<file path="config.mk">
export PLATFORM = sky130hd
export DESIGN_NAME = melodia_microondas
export DESIGN_NICKNAME = d
export VERILOG_FILES = /design/src/rtl/musica_pkg.sv /design/src/rtl/divisor_tono.sv /design/src/rtl/melodia_microondas.sv
export SDC_FILE = /design/constraint.sdc
export NUM_CORES = 1
export LEC_CHECK = 0
export BUFFER_PORTS_ARGS = -buffer_cell sky130_fd_sc_hd__buf_4
export CAP_MARGIN = 20
export CORE_UTILIZATION = 32
export CTS_CLUSTER_DIAMETER = 100
export DETAILED_ROUTE_END_ITERATION = 10
export GPL_ROUTABILITY_DRIVEN = 0
export PLACE_DENSITY_LB_ADDON = 0.25
export REMOVE_ABC_BUFFERS = 1
export SETUP_SLACK_MARGIN = 0.1
export SYNTH_ARGS = -nofsm -noshare
export SYNTH_HDL_FRONTEND = slang
export SYNTH_SLANG_ARGS = --single-unit
</file>
<file path="constraint.sdc">
create_clock -name clk -period 4.53 [get_ports clk]
set_input_delay 0.2265 -clock clk [delete_from_list [all_inputs] [get_ports clk]]
set_output_delay 0.2265 -clock clk [all_outputs]
set_load 0.05 [all_outputs]
</file>
<file path="src/rtl/musica_pkg.sv">
// Shared definitions for the microwave melody player.
//   MAX_STEP   : highest step index that carries a note (C4..B6, 21 notes)
//   estado_t   : player states IDLE / GAP / PLAY
//   NOTE_UHZ   : note frequencies in micro-hertz, indexed by step (0 = rest)
//   note_half  : half-period in clock cycles for a note at a given clock
//   NOTE_HALF  : half-period table for the 50 MHz board clock
package musica_pkg;

  localparam int MAX_STEP = 21;
  localparam int HALF_W   = 18;

  typedef enum logic [1:0] {
    IDLE = 2'd0,
    GAP  = 2'd1,
    PLAY = 2'd2
  } estado_t;

  // Equal temperament, A4 = 440 Hz, C-major scale from C4 to B6.
  // Micro-hertz resolution keeps the rounded half-periods exact even at 50 MHz.
  localparam longint NOTE_UHZ [0:MAX_STEP] = '{
    0,
    261625565, 293664768, 329627557, 349228231, 391995436, 440000000, 493883301,
    523251131, 587329536, 659255114, 698456463, 783990872, 880000000, 987766603,
    1046502261, 1174659072, 1318510228, 1396912926, 1567981744, 1760000000, 1975533205
  };

  // round(clk_hz / (2 f)); intended for elaboration-time use only.
  function automatic logic [HALF_W-1:0] note_half(input longint clk_hz, input int idx);
    logic [HALF_W-1:0] h;
    longint f;
    h = '0;
    f = 0;
    if (idx >= 1 && idx <= MAX_STEP) begin
      f = NOTE_UHZ[5'(idx)];
      h = HALF_W'((clk_hz * 64'sd1000000 + f) / (64'sd2 * f));
    end
    return h;
  endfunction

  localparam logic [HALF_W-1:0] NOTE_HALF [0:MAX_STEP] = '{
    note_half(50_000_000, 0),
    note_half(50_000_000, 1),  note_half(50_000_000, 2),  note_half(50_000_000, 3),
    note_half(50_000_000, 4),  note_half(50_000_000, 5),  note_half(50_000_000, 6),
    note_half(50_000_000, 7),  note_half(50_000_000, 8),  note_half(50_000_000, 9),
    note_half(50_000_000, 10), note_half(50_000_000, 11), note_half(50_000_000, 12),
    note_half(50_000_000, 13), note_half(50_000_000, 14), note_half(50_000_000, 15),
    note_half(50_000_000, 16), note_half(50_000_000, 17), note_half(50_000_000, 18),
    note_half(50_000_000, 19), note_half(50_000_000, 20), note_half(50_000_000, 21)
  };

endpackage

</file>
<file path="src/rtl/divisor_tono.sv">
// Loadable half-period divider producing a 50 % duty square wave.
//   clk, rst_n : board clock, asynchronous active-low reset
//   run        : high while the player is in PLAY; low clears counter and tone
//   half       : half-period in clock cycles; 0 means rest (tone held low)
//   tone       : registered square-wave output
module divisor_tono
  import musica_pkg::*;
(
  input  logic              clk,
  input  logic              rst_n,
  input  logic              run,
  input  logic [HALF_W-1:0] half,
  output logic              tone
);

  logic [HALF_W-1:0] cnt;

  always_ff @(posedge clk or negedge rst_n) begin
    if (!rst_n) begin
      cnt  <= '0;
      tone <= 1'b0;
    end else if (!run || half == '0) begin
      cnt  <= '0;
      tone <= 1'b0;
    end else if (cnt == half - HALF_W'(1)) begin
      cnt  <= '0;
      tone <= ~tone;
    end else begin
      cnt <= cnt + HALF_W'(1);
    end
  end

endmodule

</file>
<file path="src/rtl/melodia_microondas.sv">
// Melody player: turns the step counter's index into a buzzer tone, with a
// silent gap on every step change and a pulse on the last step.
//   clk, rst_n : board clock, asynchronous active-low reset
//   activado   : player enable; low silences and returns to IDLE
//   step       : step index from the slow-domain counter (asynchronous)
//   buzzer     : square-wave tone
//   sonando    : high while a non-rest note is playing
//   done       : one-cycle pulse when LAST_STEP is accepted
module melodia_microondas
  import musica_pkg::*;
#(
  parameter int CLK_HZ     = 50_000_000,
  parameter int GAP_CYCLES = 2_500_000,
  parameter int LAST_STEP  = 21
) (
  input  logic       clk,
  input  logic       rst_n,
  input  logic       activado,
  input  logic [7:0] step,
  output logic       buzzer,
  output logic       sonando,
  output logic       done
);

  localparam int GAP_W = (GAP_CYCLES > 1) ? $clog2(GAP_CYCLES) : 1;
  localparam logic [GAP_W-1:0] GAP_LAST = GAP_W'(GAP_CYCLES - 1);

  logic [7:0]        s1, s2, cur_step;
  estado_t           state;
  logic [GAP_W-1:0]  gap_cnt;
  logic [HALF_W-1:0] half;
  logic              accept, run;

  // Note ROM: 32 entries so any 5-bit index is in range; steps above 21 rest.
  logic [HALF_W-1:0] half_rom [0:31];
  for (genvar i = 0; i < 32; i++) begin : g_rom
    if (i <= MAX_STEP) begin : g_note
      localparam logic [HALF_W-1:0] H =
        (CLK_HZ == 50_000_000) ? NOTE_HALF[i] : note_half(CLK_HZ, i);
      assign half_rom[i] = H;
    end else begin : g_rest
      assign half_rom[i] = '0;
    end
  end

  assign half = (cur_step[7:5] == 3'd0) ? half_rom[cur_step[4:0]] : '0;

  // A value is trusted only once both synchronizer flops agree on it.
  assign accept = (s1 == s2) && (s2 != cur_step);

  // The divider is cleared on the very edge that accepts a new step.
  assign run = activado && (state == PLAY) && !accept;

  always_ff @(posedge clk or negedge rst_n) begin
    if (!rst_n) begin
      s1       <= '0;
      s2       <= '0;
      cur_step <= '0;
      state    <= IDLE;
      gap_cnt  <= '0;
      sonando  <= 1'b0;
      done     <= 1'b0;
    end else begin
      s1   <= step;
      s2   <= s1;
      done <= 1'b0;
      if (!activado) begin
        state    <= IDLE;
        cur_step <= '0;
        gap_cnt  <= '0;
        sonando  <= 1'b0;
      end else if (accept) begin
        // In IDLE cur_step is 0, so any accepted value here is a real step.
        cur_step <= s2;
        state    <= GAP;
        gap_cnt  <= '0;
        sonando  <= 1'b0;
        done     <= (s2 == 8'(LAST_STEP));
      end else begin
        unique case (state)
          IDLE: ;
          GAP: begin
            if (gap_cnt == GAP_LAST) begin
              state   <= PLAY;
              gap_cnt <= '0;
              sonando <= (half != '0);
            end else begin
              gap_cnt <= gap_cnt + GAP_W'(1);
            end
          end
          PLAY: ;
          default: state <= IDLE;
        endcase
      end
    end
  end

  divisor_tono u_divisor (
    .clk   (clk),
    .rst_n (rst_n),
    .run   (run),
    .half  (half),
    .tone  (buzzer)
  );

endmodule
</file>
# [Yosys cells after proc, flatten, opt, wreduce, memory -nomap -nowiden]
# Memory sizes are Yosys's and may differ from the RTL's.
# Cells that the tools add are included.
[word_totals] regBits=69 mem_bits_ro=576 inputBits=11 output_inout_bits=3 wordCells=65 mem_count=1
[op_classes] n_addsub=3 magnitude_cmp=1 n_eq_ne=12 muxes=23 bitwise_logic=2 reduce_logical=14
[mem_list] memory="(name not given)" depth=32 width=18 rd=1 rd_clocked_by_memory_dff=0 wr=0 line="melodia_microondas.sv:46" source="assign half = (cur_step[7:5] == 3'd0) ? half_rom[cur_step[4:0]] : '0;"
[op_table] operator="$mux W18" n=5
[op_table] operator="$mux W22" n=4
[op_table] operator="$add A22 B1 Y22 const B" n=1
[op_table] operator="$eq A22 B22 Y1 const B" n=1
[op_table] operator="$add A18 B1 Y18 const B" n=1
[op_table] operator="$eq A18 B18 Y1" n=1
[op_table] operator="$logic_not A18 Y1" n=1
[op_table] operator="$reduce_bool A18 Y1" n=1
[op_table] operator="$sub A18 B1 Y18 const B" n=1
[op_table] operator="$mux W8" n=2
[op_table] operator="$eq A8 B5 Y1 const B" n=1
[op_table] operator="$eq A8 B8 Y1" n=1
[op_table] operator="$mux W1" n=8
[op_table] operator="$ne A8 B8 Y1" n=1
[op_table] operator="$ge A6 B6 Y1 const B" n=1
[op_table] operator="$mux W2" n=3
[op_table] operator="$ne A3 B1 Y1 const B" n=2
[op_table] operator="$not A5 Y6" n=1
[op_table] operator="$ne A4 B4 Y1 const B" n=1
[op_table] operator="$pmux W2 S2" n=1
[op_table] operator="$reduce_and A2 Y1" n=2
[op_table] operator="$logic_and A1 B1 Y1" n=3
[op_table] operator="$logic_not A3 Y1" n=1
[op_table] operator="$ne A3 B2 Y1 const B" n=1
[op_table] operator="other kinds (9)" n=10

# [Logic depth before layout (Yosys ltp)]
# Gate-level depths: netlist of run 1.
[depth] depth_word=10 ltp_mapped=18 ltp_nobuf=14

# [Cells and area by module]
# A second synthesis of run 1 with hierarchy kept.
[hier_totals] cells_unflattened=496 hier_area_um2=4429.2
[modules_own_cells] mod="melodia_microondas" instances=1 cells_each=322 area_per_inst_um2=2904.0 seq_area_each_um2=1251.2
[modules_own_cells] mod="divisor_tono" instances=1 cells_each=174 area_per_inst_um2=1525.2 seq_area_each_um2=475.5

# [Least setup slack after synthesis of run 1]
# No wires, ideal clock.
[synth_path] path_kind="register to register" startpoint="register cur_step[1]" endpoint="register u_divisor.cnt[10]" arrival_ps=3639 setup_slack_ps=748 path_stages_with_launch=18 path_buffers=4 synth_period_minus_slack_ps=3782 path_cell_list="dfrtp_1 > clkbuf_1 > inv_1 > ha_1 > and2_1 > o21ai_1 > nand3_1 > ha_1 > clkbuf_1 > and4b_1 > a31oi_2 > a21oi_1 > a2111oi_2 > and4b_1 > and4_1 > buf_6 > buf_12 > nor3_2"
[synth_via] elab_chain_cells=9
[synth_rtl] item="start: declaration" line="melodia_microondas.sv:28" source="logic [7:0] s1, s2, cur_step;"
[synth_rtl] item="start signal: assignment" line="melodia_microondas.sv:58" source="cur_step <= '0;"
[synth_rtl] item="start signal: assignment" line="melodia_microondas.sv:69" source="cur_step <= '0;"
[synth_rtl] item="start signal: assignment" line="melodia_microondas.sv:74" source="cur_step <= s2;"
[synth_rtl] item="$not A5 Y6 (not written as such)" line="melodia_microondas.sv:46"
[synth_rtl] item="$mem_v2 Z32 W18"
[synth_rtl] item="$mux W18 (not written as such) (2 in a row)" line="melodia_microondas.sv:46"
[synth_rtl] item="$mux W18" line="melodia_microondas.sv:46"
[synth_rtl] item="$sub A18 B1 Y18" line="divisor_tono.sv:25" source="end else if (cnt == half - HALF_W'(1)) begin"
[synth_rtl] item="$eq A18 B18 Y1" line="divisor_tono.sv:25"
[synth_rtl] item="$mux W18" line="divisor_tono.sv:25"
[synth_rtl] item="$mux W18 (*)" line="divisor_tono.sv:22" source="end else if (!run || half == '0) begin"
[synth_rtl] item="end signal: assignment" line="divisor_tono.sv:29" source="cnt <= cnt + HALF_W'(1);"
[synth_rtl] item="end: declaration" line="divisor_tono.sv:16" source="logic [HALF_W-1:0] cnt;"
# Every way passes the cells marked *; elsewhere a longest branch is shown, timed or not. The select of a mux whose other input is x is not followed.
# A chain may end at the register's enable or synchronous reset.

# [Worst setup path in the final report of run 1]
[layout_path] startpoint="register cur_step[1]" endpoint="register u_divisor.cnt[1]"
# Same word-level chain as after synthesis.

==> metrics.txt, run 1 <==
status=completed; Syn Inst Count=551; worst path required time=4.70 ns; CP endpoint kind=flip-flop; Post-Synth Simple-Gate Area=0.281; mux contribution to synthesized area=0.0472; Yosys warnings=0; Worst-path clk slew=0.05 ns; PwrDens=249 nW/um^2; die width=125 um; share of layout cells above drive strength 1=0.121; CP max stage cell=dfrtp_2; worst reg2reg path startpoint=cur_step[1]; busiest layer in global routing=met2; Final Hold Fails=0; total I/O pin count=14; Post-Synth XOR/XNOR Area=0.0758; Syn Area/Cell=8.81 um^2; register area share after synthesis=0.356; ANT cells=0; post-synthesis adder-cell area fraction=0.0284; initial antenna violation count=0; Initial Util=0.331; HPWL Detailed=8460 um; ys flop type=dfrtp_1; core area=14600 um^2; PortBufs=13; post-CTS setup buffers=0; # nets final=581; worst r2r path cells=14; Compound-Gate Fraction of Synth Area=0.165; CTS buffer count=9; DRT antenna net count=0; Slew Limit Fails=0; WL final=11800 um; worst hold-check path type=in -> async; GRT met3 Usage=0.0287; Reg2Reg Setup Slack=0.57 ns; TritonCTS Sinks=69; Post-synth EDFFs=0; first-pass GRT wire length=20000 um; Pre-antenna DRT Iters=6; Slew HR=0.372; R2R Path End=u_divisor.cnt[1]; Longest Clk Path Bufs=2; CP max FO=18; ys async rst share=1.00; number of global-route vias before repair=4028; P&R area growth vs syn=12.6%; RSZ-0062 raised after global routing=false; Fin Hold WS=0.0177 ns; Pleak=2.15 nW; cell row count=44; Setup crit start kind=flip-flop; CTS Root Cell=clkbuf_16; Critical Path, Cell by Cell=inv_1 > ha_1 > and2_1 > o21ai_1 > nand3_1 > ha_1 > and4b_1 > a31oi_2 > a21oi_1 > a2111oi_2 > and4b_1 > and4_1 > buf_4 > nor3b_1; Core Util, Final=0.373; Max Freq=252 MHz; largest net degree at the start of global routing=70; all-layer global routing usage=0.159; main combinational cell family by area after synthesis=simple AND/OR/NAND/NOR gates; VDD IR-drop max=0.203 mV; Crit Path Category=reg -> reg; vias=4063; die height=125 um; met2 Usage GRT=0.254; Routed wire per std cell=15.8 um; CTS tree=yes; # DRC=0; worst path arrival time=4.13 ns; skew final=0.00617 ns; Tcrit/Tclk final=0.874; final setup fails=0; Max Cap Viol=0; grt ovf=0; H-tree depth=3; Yosys reg bits=69; Max stage delay on crit path=0.53 ns; total power draw=0.00136 W; crit path time final=3.96 ns; worst-margin pin slew=0.941 ns; DR vias/cell=5.44; met1 Resource Use GR=0.209; Yosys cell types=73; latest clock arrival within the worst-skew pair=0.33 ns; initial DRC count=183; full die area=15700 um^2; Post-Syn Area=4850 um^2; setup TNS=0 ns
==> cells in the mapped netlist (3+ instances only) <==
master | count | share of area
a211o_1 | 3 | 0.0054
a21o_1 | 6 | 0.0093
a21oi_1 | 17 | 0.018
a22o_1 | 3 | 0.0054
a31oi_1 | 8 | 0.010
and2_1 | 7 | 0.0090
and3_1 | 16 | 0.021
and4_1 | 3 | 0.0054
buf_2 | 9 | 0.0093
clkbuf_1 | 22 | 0.017
dfrtp_1 | 69 | 0.36
ha_1 | 11 | 0.028
inv_1 | 14 | 0.011
mux2i_1 | 15 | 0.031
nand2_1 | 38 | 0.029
nand2b_1 | 11 | 0.014
nand3_1 | 30 | 0.031
nand3b_1 | 7 | 0.011
nand4_1 | 8 | 0.010
nor2_1 | 39 | 0.030
nor2b_1 | 15 | 0.019
nor3_1 | 20 | 0.021
nor3_2 | 10 | 0.021
nor3b_1 | 3 | 0.0046
nor4_1 | 6 | 0.0077
nor4b_1 | 3 | 0.0054
o21ai_0 | 37 | 0.038
o31ai_1 | 6 | 0.0093
o41ai_1 | 3 | 0.0054
or2_2 | 5 | 0.0064
or3_1 | 10 | 0.013
xnor2_1 | 21 | 0.038
xor2_1 | 21 | 0.038
==> worst max path at each step <==
stage / startpoint / endpoint / slack [ns] / depth (start not counted)
after detailed placement: cur_step[1] / u_divisor.cnt[7] / 0.42 / 14
after CTS: cur_step[1] / u_divisor.cnt[7] / 0.40 / 14
after floorplan: cur_step[2] / u_divisor.cnt[1] / 0.43 / 11
after global placement: cur_step[1] / u_divisor.cnt[1] / 0.62 / 14
final: cur_step[1] / u_divisor.cnt[1] / 0.57 / 14
after global routing: cur_step[1] / u_divisor.cnt[1] / 0.22 / 14
==> cells by family (layout without fill, tap and decap cells) <==
| kind of cell | after synthesis | count (layout) |
|---|---|---|
| AND/OR/NAND/NOR | 242 | 242 |
| AO/OA/AOI/OAI | 117 | 117 |
| flip-flops | 69 | 69 |
| buffers and inverters | 50 | 62 |
| XOR/XNOR | 42 | 42 |
| multiplexers | 20 | 20 |
| adder cells (fa/ha/maj) | 11 | 11 |
==> state kept, by name (all words and copies together), names as in the netlist, 2 cells and up <==
name and count:
u_divisor.cnt 18, s2 8, gap_cnt 22, s1 8, cur_step 8, state 2
==> repair_timing <==
action / 4_1_cts / 5_1_grt
resized for setup: 0 / 2
hold buffers: 7 / 1
endpoints found under the hold margin: 7 / 1
endpoints found under the setup margin: 0 / 18
==> power by group <==
group,internal (W),switching [W]
clock,0.000411,0.000241
combinational,0.0000318,0.0000406
sequential,0.000625,0.00000923
==> routing by layer <==
metal / up-vias / part of all wire
li1: 2016 / -
met1: 1940 / 0.47
met2: 86 / 0.46
met3: 21 / 0.038
met4: 0 / 0.028
met5: - / 0
==> metrics by stage <==
stage                     std cells  area [um^2]  worst slack, ns
after floorplan                 516         4680            0.425
after global placement          724         5100            0.620
after detailed placement        724         5100            0.424
after CTS                       746         5450            0.401
after global routing            747         5460            0.217
final                           747         5460            0.569
==> cells in the final DEF, fill, tap and decap left out, types with 3 or more instances in the layout <==
cell / instances
a211o_1: 3
a21o_1: 6
a21oi_1: 17
a22o_1: 3
a31oi_1: 8
and2_1: 7
and3_1: 16
and4_1: 3
buf_4: 24
clkbuf_16: 9
clkbuf_8: 3
dfrtp_1: 68
dlygate4sd3_1: 8
ha_1: 11
inv_1: 14
mux2i_1: 14
nand2_1: 38
nand2b_1: 11
nand3_1: 30
nand3b_1: 7
nand4_1: 8
nor2_1: 39
nor2b_1: 15
nor3_1: 20
nor3_2: 10
nor3b_1: 3
nor4_1: 6
nor4b_1: 3
o21ai_0: 37
o31ai_1: 6
o41ai_1: 3
or2_2: 5
or3_1: 10
xnor2_1: 21
xor2_1: 21
==> cell type report <==
cell class,instances,area [um^2]
Tap cell,184,230
Clock inverter,1,5.00
Timing Repair Buffer,32,260
Sequential cell,69,1730
Clock buffer,14,274
Multi-Input combinational cell,432,2910
Inverter,15,56.3
Fill cell,1470,9180
==> critical path: cells and delay by family (launching register included) <==
kind | cells | cell delay, ns
DFF | 1 | 0.53
buffers and inverters | 2 | 0.43
AOI/OAI and AO/OA | 4 | 1.19
and+or+nand+nor | 6 | 1.09
adders and majority gates | 2 | 0.57
Note: power is estimated with default switching activity, not from simulation.
==> inputs of run 2 (changes only) <==
--- a/config.mk
+++ b/config.mk
@@ -10,7 +10,6 @@
 export CORE_UTILIZATION = 32
 export CTS_CLUSTER_DIAMETER = 100
 export DETAILED_ROUTE_END_ITERATION = 10
-export GPL_ROUTABILITY_DRIVEN = 0
 export PLACE_DENSITY_LB_ADDON = 0.25
 export REMOVE_ABC_BUFFERS = 1
 export SETUP_SLACK_MARGIN = 0.1
==> constraint.sdc (replaced) <==
create_clock -name clk -period 4.9 [get_ports clk]
set_input_delay 0.245 -clock clk [delete_from_list [all_inputs] [get_ports clk]]
set_output_delay 0.245 -clock clk [all_outputs]
set_load 0.05 [all_outputs]
==> run 2 against run 1 <==
Against the previous run:
- clock-buffer cell count is 5 lower
- highest routed layer unchanged
- clock skew hardly changed
- critical endpoint unchanged
- power is 0.60% higher
- combinational power is 12% lower
- utilization hardly changed
- global-route usage is 0.23 points higher
- register-to-register slack better by 0.10 ns
- hold slack worse by 0.0066 ns
- flip-flop and latch count stayed put
- via count is 1.4% higher
==> metrics.txt, run 2 (synthesis results as in run 1) <==
status=completed; CTS tree=yes; most common cell after layout, fill and taps aside=dfrtp_1; Reg2Reg Setup Slack=0.67 ns (+0.10 ns); Crit Path Category=reg -> reg; CP max FO=18 (unchanged); initial DRC count=233 (+27%); Critical Path, Cell by Cell=inv_1 > ha_1 > and2_1 > o21ai_1 > nand3_1 > ha_1 > and4b_1 > a31oi_2 > a21oi_1 > a2111oi_2 > and4b_1 > and4_1 > buf_4 > nor3b_1; cell row count=44 (unchanged); Max Cap Viol=0 (unchanged); PortBufs=13 (unchanged); final worst slack=0.672 ns (+0.102 ns); CP endpoint kind=flip-flop; worst path arrival time=4.41 ns (+0.28 ns); HPWL Detailed=8590 um (+1.6%); max reg flops=22 (unchanged); Routed wire per std cell=16.1 um (+1.9%); worst r2r path cells=14 (unchanged); CP delay by family, top=compound AO/OA/AOI/OAI gates; vias=4120 (+1.4%); die width=125 um (unchanged); Slew HR=0.356 (-0.0152); CTS Root Cell=clkbuf_16; first-pass GRT wire length=20300 um (+1.5%); CTS buffer count=9 (unchanged); number of global-route vias before repair=4041 (+0.32%); Pleak=2.14 nW (-0.31%); R2R Path End=u_divisor.cnt[1]; TritonCTS Sinks=69 (unchanged); Tcrit/Tclk final=0.863 (-0.0114); post-CTS resize count=0 (unchanged); worst hold-check path type=in -> async; all-layer global routing usage=0.161 (+0.00234); global placement routability congestion=0.914; # nets final=575 (-1.0%); RSZ-0062 raised after global routing=false; worst reg2reg path startpoint=cur_step[1]; VDD IR-drop max=0.256 mV (+26%); Slew Limit Fails=0 (unchanged); Biggest register=gap_cnt; CP max stage cell=dfrtp_1; core area=14600 um^2 (unchanged); DRT antenna net count=0 (unchanged); Top Registers=gap_cnt: 22 flops, u_divisor.cnt: 18 flops; Fin Hold WS=0.0111 ns (-0.00660 ns); WL final=12000 um (+1.2%); grt ovf=0 (unchanged); Placed Cells=720 (-0.55%); non-filler cells, final=742 (-0.67%); Bufs and invs on worst path=2 (unchanged); worst path required time=5.08 ns (+0.38 ns); Final Hold Fails=0 (unchanged); total I/O pin count=14 (unchanged); Setup crit start kind=flip-flop; commonest non-fill, non-tap cells in the layout=dfrtp_1 (69), nor2_1 (39), nand2_1 (38); initial antenna violation count=0 (unchanged); placed instance area=5070 um^2 (-0.59%); H-tree depth=3 (unchanged); Longest Clk Path Bufs=2 (unchanged); Worst-path clk slew=0.06 ns (about the same); Max stage delay on crit path=0.61 ns (+0.08 ns); latest clock arrival within the worst-skew pair=0.34 ns (about the same); finished layout cell area=5460 um^2 (about the same); # DRC=0 (unchanged); P&R area growth vs syn=12.5% (about the same); ANT cells=0 (unchanged); critical path depth=14 (unchanged); Max Freq=237 MHz (-6.3%); worst-margin pin slew=0.964 ns (+0.0228 ns); share of layout cells above drive strength 1=0.116 (-0.00429); final setup fails=0 (unchanged); PwrDens=250 nW/um^2 (+0.69%); Fillers=1463 (-0.48%); crit path launch=cur_step[1]; Pre-antenna DRT Iters=5 (-1); crit path time final=4.23 ns (+0.268 ns); die height=125 um (unchanged); Initial Util=0.331 (unchanged); largest net degree at the start of global routing=70 (unchanged); worst slack at placement=0.733 ns (+0.309 ns); full die area=15700 um^2 (unchanged); DR vias/cell=5.55 (+2.1%); setup TNS=0 ns (unchanged); skew final=0.00628 ns (+0.000105 ns)
-- run 2: layout make-up --
class                           count  area (um^2)  share of cell area
Inverter                           15         56.3              0.0103
Clock buffer                        9          225              0.0413
Tap cell                          184          230              0.0422
Clock inverter                      7          104              0.0190
Multi-Input combinational cell    432         2910               0.532
Sequential cell                    69         1730               0.316
Timing Repair Buffer               26          210              0.0385
-- run 2: timing repair --
| action | in CTS | in global routing |
|---|---|---|
| buffers inserted | 0 | 0 |
| endpoints found under the hold margin | 6 | 0 |
| hold buffers | 6 | 0 |
-- run 2: where the power goes --
part | switching (W) | leakage, nW | total [W] | internal [W]
sequential | 0.00000816 | 0.927 | 0.000585 | 0.000577
combinational | 0.0000366 | 1.05 | 0.0000638 | 0.0000272
clock | 0.000265 | 0.161 | 0.000718 | 0.000452
-- run 2: per-layer routing --
layer  track usage  vias to the layer above  part of all wire
met5             0                        -                 0
li1              -                     2005                 -
met4        0.0638                        0             0.024
met2         0.268                       91              0.48
met3        0.0355                       20             0.046
met1         0.203                     2004              0.45
-- run 2: worst max path at each step --
| stage | to | slack, ns |
|---|---|---|
| after CTS | u_divisor.cnt[1] | 0.70 |
| after detailed placement | u_divisor.cnt[1] | 0.73 |
| after global placement | u_divisor.cnt[1] | 0.87 |
| after floorplan | u_divisor.cnt[1] | 0.80 |
| after global routing | u_divisor.cnt[17] | 0.28 |
| final | u_divisor.cnt[1] | 0.67 |
-- run 2: per-stage QoR --
| step | util | total power [W] |
|---|---|---|
| 2_1_floorplan | - | 0.000626 |
| 3_3_place_gp | 0.346 | 0.000656 |
| 3_5_place_dp | 0.346 | 0.000657 |
| 4_1_cts | 0.373 | 0.00138 |
| 5_1_grt | 0.373 | 0.00142 |
| 6_report | 0.373 | 0.00137 |
